--- config.mk ---
export PLATFORM = sky130hd
export DESIGN_NAME = alu_top
export DESIGN_NICKNAME = d
export VERILOG_FILES = /design/src/rtl/alu_pkg.sv /design/src/rtl/alu_core.sv /design/src/rtl/alu_top.sv
export SDC_FILE = /design/constraint.sdc
export NUM_CORES = 1
export LEC_CHECK = 0
export ABC_AREA = 0
export CAP_MARGIN = 10
export CORE_MARGIN = 2
export CORE_UTILIZATION = 38
export CTS_BUF_LIST = sky130_fd_sc_hd__clkbuf_4
export DETAILED_ROUTE_END_ITERATION = 7
export PLACE_DENSITY = 0.59
export SYNTH_ARGS = -nofsm -noshare
export SYNTH_HDL_FRONTEND = slang
export SYNTH_SLANG_ARGS = --single-unit
--- constraint.sdc ---
create_clock -name clk -period 1.2 [get_ports clk]
set_input_delay 0.18 -clock clk [delete_from_list [all_inputs] [get_ports clk]]
set_output_delay 0.18 -clock clk [all_outputs]
set_load 0.03 [all_outputs]
--- src/rtl/alu_pkg.sv ---
// Shared ALU definitions: default datapath width, opcode encoding and flag bundle.
package alu_pkg;

  localparam int unsigned AluWidth = 32;
  localparam int unsigned OpWidth  = 5;

  // Encodings 5'h07..5'h1F are unused and decode as NOP.
  typedef enum logic [OpWidth-1:0] {
    OpNop = 5'h00,
    OpAdd = 5'h01,
    OpSub = 5'h02,
    OpAnd = 5'h03,
    OpOr  = 5'h04,
    OpXor = 5'h05,
    OpNor = 5'h06
  } alu_op_e;

  typedef struct packed {
    logic zero;
    logic carry;
    logic overflow;
  } alu_flags_t;

  // Flag value forced while the block is held in reset.
  localparam alu_flags_t FlagsReset = '{zero: 1'b1, carry: 1'b0, overflow: 1'b0};

  // True for opcodes that go through the adder and can raise carry/overflow.
  function automatic logic is_arith(logic [OpWidth-1:0] op);
    return (op == OpAdd) || (op == OpSub);
  endfunction

endpackage

--- src/rtl/alu_core.sv ---
// Combinational ALU datapath: result and flags for one operation.
module alu_core
  import alu_pkg::*;
#(
  parameter int unsigned WIDTH = AluWidth
) (
  input  logic [WIDTH-1:0]   a,
  input  logic [WIDTH-1:0]   b,
  input  logic [OpWidth-1:0] op,
  output logic [WIDTH-1:0]   result,
  output alu_flags_t         flags
);

  logic             sub_sel;
  logic [WIDTH-1:0] b_eff;
  logic [WIDTH:0]   sum;
  logic             arith_ovf;

  // Shared adder: SUB is a + ~b + 1, so carry-out doubles as the no-borrow flag.
  always_comb begin
    sub_sel   = (op == OpSub);
    b_eff     = sub_sel ? ~b : b;
    sum       = {1'b0, a} + {1'b0, b_eff} + {{WIDTH{1'b0}}, sub_sel};
    // Signed overflow: adder inputs share a sign and the result sign differs.
    arith_ovf = (a[WIDTH-1] == b_eff[WIDTH-1]) && (sum[WIDTH-1] != a[WIDTH-1]);
  end

  // Result select and flag generation; unknown opcodes fall through to NOP.
  always_comb begin
    result         = '0;
    flags.carry    = 1'b0;
    flags.overflow = 1'b0;
    case (op)
      OpAdd, OpSub: result = sum[WIDTH-1:0];
      OpAnd:        result = a & b;
      OpOr:         result = a | b;
      OpXor:        result = a ^ b;
      OpNor:        result = ~(a | b);
      default:      result = '0;
    endcase
    if (is_arith(op)) begin
      flags.carry    = sum[WIDTH];
      flags.overflow = arith_ovf;
    end
    flags.zero = (result == '0);
  end

endmodule

--- src/rtl/alu_top.sv ---
// Registered ALU: one-cycle latency, a new operation accepted every clock.
module alu_top
  import alu_pkg::*;
#(
  parameter int unsigned WIDTH = AluWidth
) (
  input  logic               clk,
  input  logic               rst,
  input  logic [WIDTH-1:0]   alu_a,
  input  logic [WIDTH-1:0]   alu_b,
  input  logic [OpWidth-1:0] alu_op,
  output logic [WIDTH-1:0]   alu_out,
  output logic               zero,
  output logic               carry,
  output logic               overflow
);

  logic [WIDTH-1:0] result_d;
  alu_flags_t       flags_d;
  logic [WIDTH-1:0] alu_out_q;
  alu_flags_t       flags_q;

  alu_core #(
    .WIDTH (WIDTH)
  ) u_core (
    .a      (alu_a),
    .b      (alu_b),
    .op     (alu_op),
    .result (result_d),
    .flags  (flags_d)
  );

  // Output and flag registers; reset clears them immediately, dropping any pending result.
  always_ff @(posedge clk or posedge rst) begin
    if (rst) begin
      alu_out_q <= '0;
      flags_q   <= FlagsReset;
    end else begin
      alu_out_q <= result_d;
      flags_q   <= flags_d;
    end
  end

  assign alu_out  = alu_out_q;
  assign zero     = flags_q.zero;
  assign carry    = flags_q.carry;
  assign overflow = flags_q.overflow;

endmodule

==> out/metrics.csv, run 1 <==
metric,value,unit
CTS root buf,clkbuf_4,
ANT nets after route,0,
placed instance count,1131,
CP Max Fanout,6,
Worst-Margin Slew,536.4,ps
failing checks,negative setup slack,
synth top area cells,"ha_1, dfrtp_1, xnor2_1, inv_1, o21ai_0",
area fraction of the dominant cell type after synthesis,24.01,%
Bufs and invs on worst path,6,
core area,13770,sq um
biggest area consumer among synthesized cells,ha_1,
routability cong.,0.9610,
Crit path largest cell delay,540,ps
pin count of the biggest net entering global routing,36,
mapped cell area,5315,sq um
area of the multi-input gates,5542,sq um
worst relative slew slack,64.24,%
top_reg_cell synth,dfrtp_1,
"Critical Path, Cell by Cell",buf_8 -> nor3b_4 -> nand2_4 -> buf_6 -> buf_12 -> buf_16 -> xnor2_2 -> ha_4 -> buf_6 -> nand2_1 -> o21ai_1 -> a311o_1 -> nor2_1 -> a21oi_1 -> or3_4 -> or4b_4 -> nor4_4 -> buf_4 -> nand4_1 -> nor3_2,
first-pass GRT wire length,30330,um
"count leader, synth",ha_1,
Crit. End Element,flop,
Commonest cells post-synth,"ha_1, inv_1, nand2_1, o21ai_0, xnor2_1",
Site Rows,43,
Filler Cell Count,936,
total global routing overflow,0,
routed length per instance,18.70,um
Fmax achieved,0.2678,GHz
RSZ-0062 raised after global routing,true,
Yosys reg bits,35,
fin nets,1179,
Hold Slack,152.2,ps
Crit path max-delay family,simple AND/OR/NAND/NOR gates,
CTS Buf Count,5,
cells after synthesis,671,
Pwr per Cell Area,678.4,nW/um^2
DRC viols,0,
final setup violation count,36,
Die Width,122.3,um
critical path type,primary input to flop,
die extent in y,122.3,um
Synth async-reset ratio,100.0,%
status,finished with violations,
final hold vios,0,
CTS tree,done,
startpoint types,primary input,
Initial Utilization,38.59,%
crit path max-delay cell type,or4b_4,
Yosys cell types,64,
Ports,106,
sequential cell area,877.1,sq um
Mapped Nets,845,
"Hold-fix buffers, CTS",0,
max-slew violations,0,
initial antenna violation count,1,
Max Cap Violations,0,
yosys warns,0,
post-synthesis sequential area ratio,16.50,%
layout cell share with drive strength beyond 1,48.11,%
number of H-tree levels,2,
wire length after detailed routing,22190,um
Clock Path Buffers,2,
PortBufs,105,
Leakage Power,4.935,nW
synthesis-to-layout area growth,92.00,%
Final Util,74.09,%
Worst IR Drop VDD,0.4812,mV
# clock sinks,35,
die footprint,14950,sq um
crit-path most repeated cell,buf_6,
Initial DRC Count,443,
"Avg Cell Area, Syn",7.921,sq um
WP data arrival,4040,ps
Worst Hold Class,primary input to async pin,
Worst-path clk slew,130,ps
Via density,5.564,
number of synthesized flops with an enable pin,0,
drt pass-1 iters,7,
Finished Layout Cells,1187,
"Min Clock Period, post-route",3734,ps
CP Data Required Time,1500,ps
period utilization,311.2,%
vias in the first global route,6259,
hpwl dp,14870,um
Total GRT Usage,25.50,%
Final WS setup,-2534,ps
via count,6604,
[state kept, by name, indices dropped and copies added (netlist names)]
| signal | cells |
|---|---|
| alu_out | 32 |
| overflow | 1 |
| zero | 1 |
| carry | 1 |
[stage by stage]
stage / setup slack, ps / power [mW] / TNS [ps] / area, sq um
finish: -2534 / 6.923 / -51450 / 10200
detailed placement: -3109 / 4.556 / -74090 / 8172
global route: -2580 / 7.234 / -53620 / 10200
global placement: -3017 / 4.470 / -71460 / 8172
floorplan: -2329 / 2.956 / -45720 / 5503
CTS: -2514 / 5.935 / -50130 / 8931
[cells by family (layout without fill, tap and decap cells)]
group / count (synthesis) / after routing / share of synthesized area, %
AND/OR/NAND/NOR: 168 / 168 / 16.34
other: 0 / 1 / 0
multiplexers: 6 / 6 / 1.154
XOR/XNOR: 59 / 59 / 9.722
adder cells (fa/ha/maj): 103 / 103 / 24.39
buffers and inverters: 105 / 440 / 7.603
AO/OA/AOI/OAI: 195 / 195 / 24.29
flip-flops: 35 / 35 / 16.50
[report_power, final]
| group | switching (mW) | internal (mW) |
|---|---|---|
| clock | 0.518 | 0.439 |
| combinational | 2.25 | 2.43 |
| sequential | 0.0310 | 1.25 |
[cell usage in the layout, fill, tap and decap left out, types with 8 or more instances in the layout]
cell | Yosys | layout
a21o_1 | 13 | 13
a21oi_1 | 38 | 19
a21oi_2 | 0 | 12
a221oi_1 | 18 | 17
buf_12 | 0 | 13
buf_4 | 2 | 228
buf_6 | 0 | 43
clkdlybuf4s50_1 | 0 | 62
dfrtp_1 | 34 | 34
ha_1 | 102 | 79
ha_4 | 0 | 20
inv_1 | 76 | 73
nand2_1 | 54 | 47
nand3_1 | 16 | 11
nor2_1 | 25 | 18
o211ai_1 | 9 | 9
o21ai_0 | 54 | 30
o21ai_2 | 0 | 20
xnor2_1 | 47 | 17
xnor2_2 | 0 | 15
xnor2_4 | 0 | 15
xor2_1 | 12 | 8
[layer usage]
layer  track usage [%]  wire length, um  vias to the layer above
met5                 0                0                        -
met4             10.06              843                        0
met3             3.299             1350                       72
met2             44.10            11140                      300
met1             32.11             8860                     3168
li1                  -                -                     3064
[area by class of cell]
type / count / area share [%]
multi-input cells: 531 / 54.30
repair buffers: 355 / 31.24
flip-flops and latches: 35 / 8.595
inverters: 77 / 2.832
well taps: 180 / 2.207
clock inverters: 3 / 0.4291
clock buffers: 5 / 0.3678
diodes: 1 / 0.02452
[timing repair]
item                                    4_1_cts  5_1_grt
resized for setup                           116      196
cloned                                        1        0
buffers inserted                             30       36
pin swaps                                    48      105
endpoints found under the setup margin       36       36
[worst max-delay path by stage]
stage | slack (ps) | from | cells past startpoint | to
finish | -2530 | alu_op[2] | 20 | zero
floorplan | -2330 | alu_op[2] | 16 | zero
global placement | -3020 | alu_op[1] | 17 | zero
global route | -2580 | alu_op[2] | 20 | zero
detailed placement | -3110 | alu_op[1] | 17 | zero
CTS | -2510 | alu_op[0] | 17 | zero
Power figures use the tool's default switching activity.
==> run 2: changes to the inputs <==
SKIP_LAST_GASP = 1   (was unset)
==> run 2 against run 1 <==
  * The run ends with design-rule violations, negative setup slack left
  * Clock-buffer cell count unchanged
  * Design area down 0.37%
  * Utilization down 0.27 points
  * Combinational power down 0.9%
  * Non-clock buffer count down 3
  * Sequential share of layout area about the same
  * Final cell count down 0.25%
  * Total power down 0.64%
  * Die area unchanged
  * Critical path type unchanged
  * Largest cell class unchanged
==> out/metrics.csv, run 2 (synthesis results as in run 1) <==
metric,value,unit
status,finished with violations,
failing checks,"design-rule violations, negative setup slack",
number of H-tree levels,2,
core area,13770,sq um
critical path type,primary input to flop,
"most common cell after layout, fill and taps aside",buf_4,
Worst IR Drop VDD,0.4100,mV
worst relative slew slack,59.68,%
Post-Place Cell Area,8172,sq um
most frequent cells in the layout,"buf_4, ha_1, inv_1",
CTS tree,done,
Leakage Power,4.915,nW
placed instance count,1131,
final setup violation count,35,
Initial DRC Count,444,
ANT nets after route,0,
Hold Slack,144.5,ps
Filler Cell Count,946,
Final WS setup,-2419,ps
Max Cap Violations,0,
Ports,106,
WP data arrival,3930,ps
layout cell share with drive strength beyond 1,47.66,%
drt pass-1 iters,8,
die footprint,14950,sq um
Site Rows,43,
Worst-path clk slew,140,ps
fin nets,1176,
routability cong.,0.9610,
Fmax achieved,0.2763,GHz
period utilization,301.6,%
die extent in y,122.3,um
CP Max Fanout,7,
routed length per instance,18.31,um
synthesis-to-layout area growth,91.29,%
Crit. End Element,flop,
PortBufs,105,
max-slew violations,0,
DRC viols,1,
# clock sinks,35,
startpoint types,primary input,
Die Width,122.3,um
Worst Hold Class,primary input to async pin,
Pwr per Cell Area,676.5,nW/um^2
"Min Clock Period, post-route",3619,ps
sequential cell area,877.1,sq um
CTS Buf Count,5,
Final Cell Area,10170,sq um
hpwl dp,14870,um
Clock Path Buffers,2,
RSZ-0062 raised after global routing,true,
CP Data Required Time,1510,ps
CTS root buf,clkbuf_4,
vias in the first global route,6253,
"Hold-fix buffers, CTS",0,
wire length after detailed routing,21680,um
area of the multi-input gates,5548,sq um
via count,6539,
Initial Utilization,38.59,%
Via density,5.523,
final hold vios,0,
Largest register FFs,32,
first-pass GRT wire length,30300,um
total global routing overflow,0,
Setup WS pre-CTS,-3109,ps
initial antenna violation count,1,
pin count of the biggest net entering global routing,36,
Total GRT Usage,25.50,%
Worst-Margin Slew,604.8,ps
Finished Layout Cells,1184,
Final Power,6.878,mW
run 2: changes by cell type in the layout (fill, tap and decap cells not counted), moves of 2 or more:
cell	before	now
xor2_2	4	2
buf_6	43	34
buf_4	228	233
xor2_4	0	2
run 2: how the worst max path moves through the flow:
stage | from | slack (ps) | cells after the start | to
floorplan | alu_op[2] | -2330 | 16 | zero
global placement | alu_op[1] | -3020 | 17 | zero
detailed placement | alu_op[1] | -3110 | 17 | zero
CTS | alu_op[0] | -2510 | 17 | zero
global route | alu_op[2] | -2510 | 20 | zero
finish | alu_op[2] | -2420 | 21 | zero
run 2: layout make-up:
type / instances / area share [%]
clock inverters: 3 / 0.4307
repair buffers: 352 / 30.93
flip-flops and latches: 35 / 8.627
inverters: 77 / 2.843
well taps: 180 / 2.215
diodes: 1 / 0.02461
multi-input cells: 531 / 54.57
clock buffers: 5 / 0.3692
run 2: metrics by stage:
stage / utilization, % / setup TNS (ps)
2_1_floorplan: - / -45720
3_3_place_gp: 59.33 / -71460
3_5_place_dp: 59.33 / -74090
4_1_cts: 64.78 / -50180
5_1_grt: 73.82 / -53960
6_report: 73.82 / -51550
run 2: power by group:
group | switching, mW | internal (mW) | total (mW)
Combinational | 2.22 | 2.42 | 4.64
Clock | 0.521 | 0.439 | 0.959
Sequential | 0.0309 | 1.25 | 1.28
Total | 2.77 | 4.11 | 6.88
run 2: worst max-delay path: stages:
cell and delay [ps]:
buf_8 100, nor3b_4 240, nand2_4 120, buf_6 150, buf_12 140, buf_8 120
xnor2_4 130, buf_6 130, ha_4 230, a21o_1 230, a31oi_4 220, o221ai_4 170
o311a_4 420, nand3_4 90, nand3b_1 130, buf_4 160, a311oi_2 200, buf_4 200
mux2i_4 240, o211ai_1 120, nor3_2 180
run 2: repair_timing:
action / 4_1_cts / 5_1_grt
resized for setup: 114 / 189
gates cloned: 1 / 0
pin swaps: 48 / 111
setup endpoints to repair: 36 / 36
setup buffers: 30 / 35
run 2: metal layers:
metal	global-route usage, %	up-vias	part of all wire [%]
li1	-	3060	-
met1	32.14	3129	41
met2	44.03	283	50
met3	3.299	67	6.3
met4	10.13	0	3.4
met5	0	-	0
